[src/rtl/turtle_io_pkg.sv]
// turtle_io_pkg: shared word width, word type and sticky error flags for the IN/OUT port
package turtle_io_pkg;
  localparam int DEF_DATA_W = 16;
  typedef logic [DEF_DATA_W-1:0] word_t;
  typedef struct packed {
    logic out_overflow;
    logic in_underflow;
  } err_t;
endpackage

[src/rtl/turtle_io_port_fifo.sv]
// io_fifo: first-word-fall-through FIFO; a push into a full FIFO is accepted when a pop happens
// in the same cycle, and a pop of an empty FIFO is ignored.
module io_fifo #(
  parameter int WIDTH = 16,
  parameter int DEPTH = 4
) (
  input  logic                       clk,
  input  logic                       rst,
  input  logic                       push,
  input  logic [WIDTH-1:0]           push_data,
  input  logic                       pop,
  output logic [WIDTH-1:0]           head,
  output logic [$clog2(DEPTH+1)-1:0] count,
  output logic                       full,
  output logic                       empty
);
  localparam int AW = $clog2(DEPTH);
  localparam int CW = $clog2(DEPTH + 1);
  logic [WIDTH-1:0] r_mem [DEPTH];
  logic [AW-1:0]    r_wr;
  logic [AW-1:0]    r_rd;
  logic [CW-1:0]    r_count;
  logic             w_push;
  logic             w_pop;
  assign empty  = r_count == '0;
  assign full   = r_count == CW'(DEPTH);
  assign w_pop  = pop && !empty;
  assign w_push = push && (!full || w_pop);
  assign head   = empty ? '0 : r_mem[r_rd];
  assign count  = r_count;
  always_ff @(posedge clk or posedge rst) begin
    if (rst) begin
      r_wr    <= '0;
      r_rd    <= '0;
      r_count <= '0;
    end else begin
      if (w_push) r_wr <= r_wr + AW'(1);
      if (w_pop) r_rd <= r_rd + AW'(1);
      r_count <= r_count + CW'(w_push) - CW'(w_pop);
    end
  end
  // storage needs no reset: head is masked to zero while empty
  always_ff @(posedge clk) begin
    if (w_push) r_mem[r_wr] <= push_data;
  end
endmodule

[src/rtl/turtle_io_port.sv]
// turtle_io_port: OUT-strobe FIFO drained to an external stream, and an external-stream FIFO read by IN;
// the CPU never stalls, so drops and empty reads raise sticky flags.
module turtle_io_port #(
  parameter int DATA_W    = turtle_io_pkg::DEF_DATA_W,
  parameter int OUT_DEPTH = 4,
  parameter int IN_DEPTH  = 4
) (
  input  logic              clk,
  input  logic              rst,
  input  logic              cpu_out_valid,
  input  logic [DATA_W-1:0] cpu_out_data,
  input  logic              cpu_in_read,
  output logic [DATA_W-1:0] cpu_in_data,
  output logic              out_full,
  output logic              in_empty,
  output logic              ext_out_valid,
  input  logic              ext_out_ready,
  output logic [DATA_W-1:0] ext_out_data,
  input  logic              ext_in_valid,
  output logic              ext_in_ready,
  input  logic [DATA_W-1:0] ext_in_data,
  output logic              out_overflow,
  output logic              in_underflow,
  input  logic              err_clr
);
  import turtle_io_pkg::*;
  logic [$clog2(OUT_DEPTH+1)-1:0] w_out_count;
  logic [$clog2(IN_DEPTH+1)-1:0]  w_in_count;
  logic w_out_full, w_out_empty, w_out_pop;
  logic w_in_full, w_in_empty;
  logic w_ovf_set, w_unf_set;
  err_t r_err;
  assign w_out_pop     = !w_out_empty && ext_out_ready;
  assign ext_out_valid = !w_out_empty;
  assign out_full      = w_out_count == ($bits(w_out_count))'(OUT_DEPTH);
  assign in_empty      = w_in_count == '0;
  // ready depends only on the registered count, never on this cycle's IN read
  assign ext_in_ready  = !w_in_full;
  assign w_ovf_set     = cpu_out_valid && w_out_full && !w_out_pop;
  assign w_unf_set     = cpu_in_read && w_in_empty;
  assign out_overflow  = r_err.out_overflow;
  assign in_underflow  = r_err.in_underflow;
  io_fifo #(.WIDTH(DATA_W), .DEPTH(OUT_DEPTH)) u_out_fifo (
    .clk       (clk),
    .rst       (rst),
    .push      (cpu_out_valid),
    .push_data (cpu_out_data),
    .pop       (w_out_pop),
    .head      (ext_out_data),
    .count     (w_out_count),
    .full      (w_out_full),
    .empty     (w_out_empty)
  );
  io_fifo #(.WIDTH(DATA_W), .DEPTH(IN_DEPTH)) u_in_fifo (
    .clk       (clk),
    .rst       (rst),
    .push      (ext_in_valid && ext_in_ready),
    .push_data (ext_in_data),
    .pop       (cpu_in_read),
    .head      (cpu_in_data),
    .count     (w_in_count),
    .full      (w_in_full),
    .empty     (w_in_empty)
  );
  always_ff @(posedge clk or posedge rst) begin
    if (rst) begin
      r_err <= '0;
    end else begin
      r_err.out_overflow <= w_ovf_set || (r_err.out_overflow && !err_clr);
      r_err.in_underflow <= w_unf_set || (r_err.in_underflow && !err_clr);
    end
  end
endmodule

[config.mk]
export PLATFORM = sky130hd
export DESIGN_NAME = turtle_io_port
export DESIGN_NICKNAME = d
export VERILOG_FILES = /design/src/rtl/turtle_io_pkg.sv /design/src/rtl/turtle_io_port_fifo.sv /design/src/rtl/turtle_io_port.sv
export SDC_FILE = /design/constraint.sdc
export NUM_CORES = 1
export LEC_CHECK = 0
export BUFFER_PORTS_ARGS = -buffer_cell sky130_fd_sc_hd__buf_4
export CAP_MARGIN = 20
export CORE_MARGIN = 4
export CORE_UTILIZATION = 35
export DETAILED_ROUTE_END_ITERATION = 8
export HOLD_SLACK_MARGIN = 0.08
export PLACE_DENSITY = 0.54
export SLEW_MARGIN = 10
export SYNTH_ARGS = -nofsm -noshare
export SYNTH_HDL_FRONTEND = slang
export SYNTH_SLANG_ARGS = --single-unit
[constraint.sdc]
create_clock -name clk -period 2.33 [get_ports clk]
set_clock_uncertainty 0.05 [all_clocks]
set_input_delay 0.3495 -clock clk [delete_from_list [all_inputs] [get_ports clk]]
set_output_delay 0.3495 -clock clk [all_outputs]
set_load 0.02 [all_outputs]
==> impl_metrics.yaml, run 1 <==
drt:
  num_vias: 2912
  first_iter_violations: 156
  wl_mm: 11.25
  wl_per_cell_um: 17.42
  dr.pass1.iters: 4
  routed_via_density: 4.508
  route.detailed.drc: 0
  drtAntennaViolNets: 0
cells_and_area:
  stdcell_area_sq_um: 7705
  syn_to_final_growth_pct: 33.17
  mostFrequentLayoutCell: "edfxtp_1"
  finish.utilization_pct: 47.98
  layout_common_cells: "128 x edfxtp_1, 89 x buf_4, 31 x dlygate4sd3_1"
  antenna_cells: 0
  nNetsFinal: 471
  drive_gt1_share_pct: 39.07
  fin_cells: 646
placed_design:
  dp_hpwl_mm: 6.901
  place_ws_ps: 72.08
  place_area_sq_um: 6665
  io_buffers: 76
  gp_congestion: 0.6489
  place_inst: 578
cts:
  clockBufferDepth: 2
  clkSlewWorstSetupHoldPaths_ps: 60
  h-tree-depth: 4
  clock_latency_ps: 410
  cts_root_buf: "clkbuf_16"
  cts_buffers: 17
  cts.sinks: 144
  cts_tree: "done"
flow_run:
  maxCapViolations: 0
timing:
  slew_viol_final: 0
  hold-worst-slack_ps: 93.13
  slew_headroom_pct: 55.38
  setup_viol: 0
  fmax_ghz: 0.4414
  finalCritPeriodShare_pct: 97.22
  rsz0062_at_grt: "true"
  setup_tns_ps: 0
  hold_viol: 0
  min_period_ps: 2265
  fin_ws_ps: 64.72
  tightestPinTransition_ps: 668.6
floorplanning:
  die_x_um: 136.6
  coreArea_sq_um: 16060
  start_util_pct: 36.03
  die_h_um: 136.6
  die-area_sq_um: 18650
  ioPinCount: 77
  rows: 46
global_routing:
  first_global_vias: 3194
  grt.total_usage_pct: 12.84
  grt_max_degree: 20
  grt_overflow: 0
  antenna_found_initial: 0
  grt_pass1_wl_mm: 17.49
pwr:
  peakVddDrop_mv: 0.7283
  p_sw_share_pct: 30.25
  p_leak_nw: 2.878
  p_seq_share_pct: 34.7
  internal-power_mw: 7.435
  power_mw: 10.66
  p_comb_share_pct: 37.4
  p_sw_mw: 3.224
  p_clk_share_pct: 27.8
  powerDensity_nw_per_um2: 1383
critical_path:
  critPathLaunchType: "register"
  cp_slowest_cell: "mux4_2"
  crit_arrival_ps: 1870
  end_kind: "output pin"
  worstSetupPathType: "reg2out"
  critPathRequiredTime_ps: 1930
  crit_path_max_fanout: 8
  max_stage_delay_ps: 510
  crit_chain: "buf_6, mux4_2, and2_1, buf_4"
logic_synthesis:
  yosys.area.top_type: "edfxtp_1"
  synthTopCellsByArea: "edfxtp_1 66%, mux4_2 11%, dfrtp_1 6.9%"
  synth_top_area_share_pct: 66.44
  syn_area_per_cell_sq_um: 20.23
  ys_warn_count: 0
  syn_area_sq_um: 5786
  yosysUniqueCellTypes: 29
  seq_area_frac_synth_pct: 73.36
  netlist_instances: 286
  syn_nets: 339
  synth-seq-cells: 144
status:
  status: "finished clean"
hold_path:
  min_path_type: "in2reg"
==> worst paths after layout <==
path                            slack, ps             endpoint  depth (start not counted)           startpoint
worst max register to register         70  u_out_fifo.count[2]                          9  u_out_fifo.count[0]
min in group asynchronous             550   u_in_fifo.count[2]                          3                  rst
worst min-delay path                   90         out_overflow                          2              err_clr
worst min register to register        490         out_overflow                          2         out_overflow
max in group asynchronous            1210   u_out_fifo.r_rd[0]                          3                  rst
worst max-delay path                   60     ext_out_data[10]                          4   u_out_fifo.r_rd[0]
==> cells by family after synthesis <==
family	count (synthesis)	synth area share [%]
XOR/XNOR	10	1.514
flip-flops	144	73.36
adder cells (fa/ha/maj)	14	3.287
AO/OA/AOI/OAI	4	0.6919
multiplexers	34	13.17
AND/OR/NAND/NOR	51	5.385
buffers and inverters	29	2.595
==> layout make-up <==
| cell class | instances | area [sq um] |
|---|---|---|
| clock inverter | 13 | 216.5 |
| tap | 216 | 270.3 |
| clock buffer | 18 | 429.2 |
| timing repair buffer | 125 | 1070 |
| multi-input combinational | 113 | 1409 |
| fill | 1360 | 8353 |
| sequential | 144 | 4247 |
| inverter | 17 | 63.81 |
==> sequential cells by signal, summed over array words and instances (netlist names) <==
signal and cells:
in_underflow 1, out_overflow 1, u_in_fifo.count 3, u_in_fifo.r_mem 64
u_in_fifo.r_rd 2, u_in_fifo.r_wr 2, u_out_fifo.count 3, u_out_fifo.r_mem 64
u_out_fifo.r_rd 2, u_out_fifo.r_wr 2
==> worst max-delay path, delay by kind of cell, from the launching register on <==
family	cells	cell delay, ps
AND/OR/NAND/NOR	1	170
multiplexers	1	510
buffers and inverters	2	340
flip-flops	1	430
==> Yosys cell counts <==
master / n
o32ai_1: 1
nand2_1: 3
o21ai_0: 1
clkbuf_1: 3
nor2_1: 2
and2_1: 21
edfxtp_1: 128
buf_4: 1
or3b_1: 1
a21boi_2: 1
dfrtp_1: 16
nor3_1: 1
mux2_4: 1
mux4_1: 4
buf_6: 2
or3_1: 1
xor2_1: 3
buf_12: 1
nand3_1: 1
fa_1: 2
inv_1: 17
nor2b_1: 17
and2_2: 4
mux4_2: 28
buf_2: 5
mux2_2: 1
ha_1: 12
xnor2_1: 7
o21a_4: 1
==> power by group through the flow <==
stage | sequential [mW] | combinational, mW | clock, mW
6_report | 3.70 | 3.99 | 2.97
5_1_grt | 3.76 | 4.36 | 3.15
4_1_cts | 3.69 | 3.97 | 3.03
3_5_place_dp | 3.74 | 3.87 | 0
3_3_place_gp | 3.71 | 3.83 | 0
2_1_floorplan | 3.65 | 2.53 | 0
==> routing by layer <==
layer | vias to the layer above | GRT usage [%] | wire [um] | part of all wire, %
met5 | - | 0 | 0 | 0
met4 | 0 | 4.535 | 145 | 1.3
met3 | 13 | 4.779 | 746 | 6.6
met2 | 79 | 21.77 | 5785 | 51
met1 | 1463 | 15.00 | 4574 | 41
li1 | 1357 | - | - | -
==> repair_timing <==
action	in CTS	in global routing
setup buffers	2	3
pin swaps	0	2
hold buffers	31	0
gates cloned	0	1
gates resized for setup	3	7
endpoints found under the setup margin	13	8
hold endpoints to repair	133	0
Power figures use the tool's default switching activity.
==> run 2, diff against run 1 <==
--- a/config.mk
+++ b/config.mk
@@ -7,11 +7,12 @@
 export LEC_CHECK = 0
 export BUFFER_PORTS_ARGS = -buffer_cell sky130_fd_sc_hd__buf_4
 export CAP_MARGIN = 20
+export CORE_ASPECT_RATIO = 0.75
 export CORE_MARGIN = 4
 export CORE_UTILIZATION = 35
 export DETAILED_ROUTE_END_ITERATION = 8
 export HOLD_SLACK_MARGIN = 0.08
-export PLACE_DENSITY = 0.54
+export PLACE_DENSITY = 0.66
 export SLEW_MARGIN = 10
 export SYNTH_ARGS = -nofsm -noshare
 export SYNTH_HDL_FRONTEND = slang
==> impl_metrics.yaml, run 2 (synthesis results as in run 1) <==
cells_and_area:
  syn_to_final_growth_pct: 35.32
  mostFrequentLayoutCell: "edfxtp_1"
  multi_input_area_sq_um: 1476
  antenna_cells: 0
  layout_common_cells: "128 x edfxtp_1, 85 x buf_4, 33 x dlygate4sd3_1"
  top_regs: "u_in_fifo.r_mem (64), u_out_fifo.r_mem (64)"
  fillers: 1338
  seq_area_sq_um: 4245
  drive_gt1_share_pct: 43.25
  nNetsFinal: 478
placed_design:
  dp_hpwl_mm: 7.146
  place_ws_ps: 43.84
  gp_congestion: 0.7102
  io_buffers: 76
cts:
  h-tree-depth: 4
  cts_tree: "done"
  cts.sinks: 144
  cts_root_buf: "clkbuf_16"
  clkSlewWorstSetupHoldPaths_ps: 60
  clockBufferDepth: 2
  clock_latency_ps: 410
  cts_buffers: 17
global_routing:
  grt_max_degree: 20
  grt.total_usage_pct: 12.79
  grt_pass1_wl_mm: 17.68
  grt_overflow: 0
  antenna_found_initial: 0
  first_global_vias: 3344
timing:
  setup_viol: 0
  tightestPinTransition_ps: 660.5
  min_period_ps: 2292
  slew_headroom_pct: 55.92
  hold_viol: 0
  hold-worst-slack_ps: 104.1
  rsz0062_at_grt: "true"
  fin_ws_ps: 38.09
  finalCritPeriodShare_pct: 98.37
  fmax_ghz: 0.4363
  slew_viol_final: 0
  setup_tns_ps: 0
pwr:
  peakVddDrop_mv: 0.6791
  power_mw: 10.91
  p_leak_nw: 2.933
  powerDensity_nw_per_um2: 1393
critical_path:
  crit_path_max_fanout: 5
  cp_top_family: "multiplexers"
  cp_slowest_cell: "mux4_1"
  max_stage_delay_ps: 550
  worstSetupPathType: "reg2out"
  critPathBufInv: 2
  critPathLaunchType: "register"
  crit_arrival_ps: 1890
  end_kind: "output pin"
  crit_chain: "buf_12, mux4_1, and2_4, buf_4"
  critPathRequiredTime_ps: 1930
drt:
  wl_per_cell_um: 17.85
  first_iter_violations: 97
  num_vias: 2959
  dr.pass1.iters: 4
  wl_mm: 11.55
  routed_via_density: 4.573
  route.detailed.drc: 0
  drtAntennaViolNets: 0
floorplanning:
  ioPinCount: 77
  start_util_pct: 35.90
  rows: 40
  die_h_um: 119.3
  die_x_um: 156.5
  die-area_sq_um: 18670
  coreArea_sq_um: 16120
status:
  status: "finished clean"
hold_path:
  min_path_type: "in2reg"
flow_run:
  maxCapViolations: 0
## run 2: worst paths after layout
check,from,endpoint,slack (ps),depth (start not counted)
min,cpu_out_data[7],u_out_fifo.r_mem[3][7],100,1
max,u_out_fifo.r_rd[0],ext_out_data[11],40,4
min in group asynchronous,rst,u_in_fifo.r_wr[0],540,3
max reg2reg,u_out_fifo.count[1],u_out_fifo.count[2],120,9
min reg2reg,u_out_fifo.r_rd[1],u_out_fifo.r_rd[1],420,1
max in group asynchronous,rst,u_out_fifo.r_rd[0],1220,3
## run 2: timing repair
action / 4_1_cts / 5_1_grt
hold buffers: 30 / 3
buffers inserted: 1 / 3
setup endpoints to repair: 1 / 12
endpoints found under the hold margin: 130 / 11
pin swaps: 0 / 5
gates resized for setup: 0 / 35
gates cloned: 0 / 2
## run 2: area by class of cell
class | count | share of cell area [%]
tap | 210 | 3.356
clock buffer | 18 | 5.482
multi-input combinational | 113 | 18.86
sequential | 144 | 54.23
clock inverter | 13 | 2.365
inverter | 17 | 0.8151
timing repair buffer | 132 | 14.90
## run 2: report_power, final
group	switching [mW]	internal (mW)	total, mW
Clock	1.02	1.79	2.81
Combinational	2.15	2.28	4.43
Sequential	0.217	3.46	3.67
Total	3.39	7.52	10.9
## run 2: per-layer routing
layer | GRT usage [%] | part of all wire (%)
met5 | 0 | 0
met4 | 4.011 | 0.66
met3 | 5.158 | 6.5
met2 | 19.86 | 49
met1 | 16.50 | 44
## run 2: worst register-to-register path: stages (launching register included)
cell and delay [ps]:
dfrtp_1 370, or3_4 390, and2_4 160, ha_4 230, inv_2 60, ha_4 120, inv_2 40, fa_2 390
xnor2_2 150, xnor2_1 130
## run 2: through the flow
step / cells / cell area (sq um) / utilization (%)
floorplan: 286 / 5801 / -
global placement: 577 / 6683 / 41.47
detailed placement: 577 / 6683 / 41.47
CTS: 639 / 7605 / 47.19
global route: 647 / 7829 / 48.58
finish: 647 / 7829 / 48.58
==> run 3, diff against run 2 <==
--- a/config.mk
+++ b/config.mk
@@ -11,7 +11,7 @@
 export CORE_MARGIN = 4
 export CORE_UTILIZATION = 35
 export DETAILED_ROUTE_END_ITERATION = 8
-export HOLD_SLACK_MARGIN = 0.08
+export HOLD_SLACK_MARGIN = 0.15
 export PLACE_DENSITY = 0.66
 export SLEW_MARGIN = 10
 export SYNTH_ARGS = -nofsm -noshare
==> impl_metrics.yaml, run 3 (synthesis results as in run 1) <==
status:
  status: "finished clean"
critical_path:
  critPathBufInv: 2
  cp_top_family: "multiplexers"
  critPathLaunchType: "register"
  cp_slowest_cell: "mux4_1"
  end_kind: "output pin"
  max_stage_delay_ps: 560
  critPathRequiredTime_ps: 1930
  crit_path_max_fanout: 5
  crit_arrival_ps: 1880
  worstSetupPathType: "reg2out"
  crit_chain: "buf_12, mux4_1, and2_4, buf_4"
cells_and_area:
  antenna_cells: 0
  layout_common_cells: "128 x edfxtp_1, 86 x buf_4, 36 x dlygate4sd3_1"
  nNetsFinal: 480
  syn_to_final_growth_pct: 35.45
  mostFrequentLayoutCell: "edfxtp_1"
  top_regs: "u_in_fifo.r_mem (64), u_out_fifo.r_mem (64)"
  drive_gt1_share_pct: 42.14
  finish.utilization_pct: 48.63
  stdcell_area_sq_um: 7836
timing:
  slew_headroom_pct: 57.19
  finalCritPeriodShare_pct: 98.04
  rsz0062_at_grt: "true"
  setup_tns_ps: 0
  min_period_ps: 2284
  slew_viol_final: 0
  setup_viol: 0
  tightestPinTransition_ps: 641.5
  hold-worst-slack_ps: 213.7
  fmax_ghz: 0.4378
  hold_viol: 0
pwr:
  peakVddDrop_mv: 0.6790
  p_leak_nw: 2.934
  powerDensity_nw_per_um2: 1385
cts:
  cts.sinks: 144
  cts_tree: "done"
  cts_root_buf: "clkbuf_16"
  cts_buffers: 17
  clkSlewWorstSetupHoldPaths_ps: 60
  clockBufferDepth: 2
  h-tree-depth: 4
  clock_latency_ps: 410
global_routing:
  first_global_vias: 3395
  antenna_found_initial: 0
  grt_pass1_wl_mm: 17.82
  grt.total_usage_pct: 12.84
  grt_overflow: 0
  grt_max_degree: 20
floorplanning:
  ioPinCount: 77
  die_x_um: 156.5
  die_h_um: 119.3
  rows: 40
  start_util_pct: 35.90
  die-area_sq_um: 18670
  coreArea_sq_um: 16120
placed_design:
  io_buffers: 76
  dp_hpwl_mm: 7.146
  place_area_sq_um: 6683
  gp_congestion: 0.7102
drt:
  route.detailed.drc: 0
  drtAntennaViolNets: 0
  routed_via_density: 4.599
  first_iter_violations: 96
  dr.pass1.iters: 4
  num_vias: 2985
  wl_per_cell_um: 17.80
  wl_mm: 11.55
hold_path:
  min_path_type: "in2reg"
flow_run:
  maxCapViolations: 0
-- run 3: cell types whose count changed in the layout (fill, tap and decap cells not counted), sizes merged --
cell,before,now
dlygate4sd3,33,36
buf,97,96
-- run 3: what timing repair did --
item	in CTS	in global routing
pin swaps	0	5
setup buffers	1	2
hold buffers	36	0
gates resized for setup	0	30
gates cloned	0	2
endpoints found under the setup margin	1	12
endpoints found under the hold margin	146	0
-- run 3: layer usage --
layer / vias up / routed length, um / GRT usage, %
met1: 1520 / 5055 / 16.41
met4: 0 / 76 / 4.119
met5: - / 0 / 0
met3: 8 / 720 / 5.085
li1: 1377 / - / -
met2: 80 / 5696 / 20.15
-- run 3: tightest hold or removal path, cell delays in order --
cell	delay [ps]
buf_4	120
inv_1	60
o32ai_1	100
-- run 3: metrics by stage --
| step | power (mW) | cells | worst slack (ps) |
|---|---|---|---|
| floorplan | 6.178 | 286 | 10.55 |
| global placement | 7.516 | 577 | 127.4 |
| detailed placement | 7.643 | 577 | 43.84 |
| CTS | 10.56 | 645 | 2.175 |
| global route | 11.45 | 649 | -25.19 |
| finish | 10.85 | 649 | 45.74 |
-- run 3: worst paths after layout --
kind	startpoint	endpoint	slack, ps	depth (start not counted)
min	cpu_out_valid	out_overflow	210	3
min reg2reg	u_out_fifo.r_rd[1]	u_out_fifo.r_rd[1]	420	1
max reg2reg	u_out_fifo.count[1]	u_out_fifo.count[2]	120	9
max in group asynchronous	rst	u_out_fifo.r_rd[0]	1240	3
max	u_out_fifo.r_rd[0]	ext_out_data[3]	50	4
min in group asynchronous	rst	u_in_fifo.r_wr[0]	540	3
-- run 3: report_power, final --
part | switching [mW] | internal (mW) | total, mW
combinational | 2.14 | 2.23 | 4.37
clock | 1.02 | 1.79 | 2.81
sequential | 0.215 | 3.46 | 3.67
-- run 3: cell type report --
cell class,instances,area [sq um]
clock inverters,13,185.2
inverters,17,63.81
fillers,1340,8279
flip-flops and latches,144,4245
repair buffers,134,1181
clock buffers,18,429.2
well taps,210,262.8
multi-input cells,113,1469
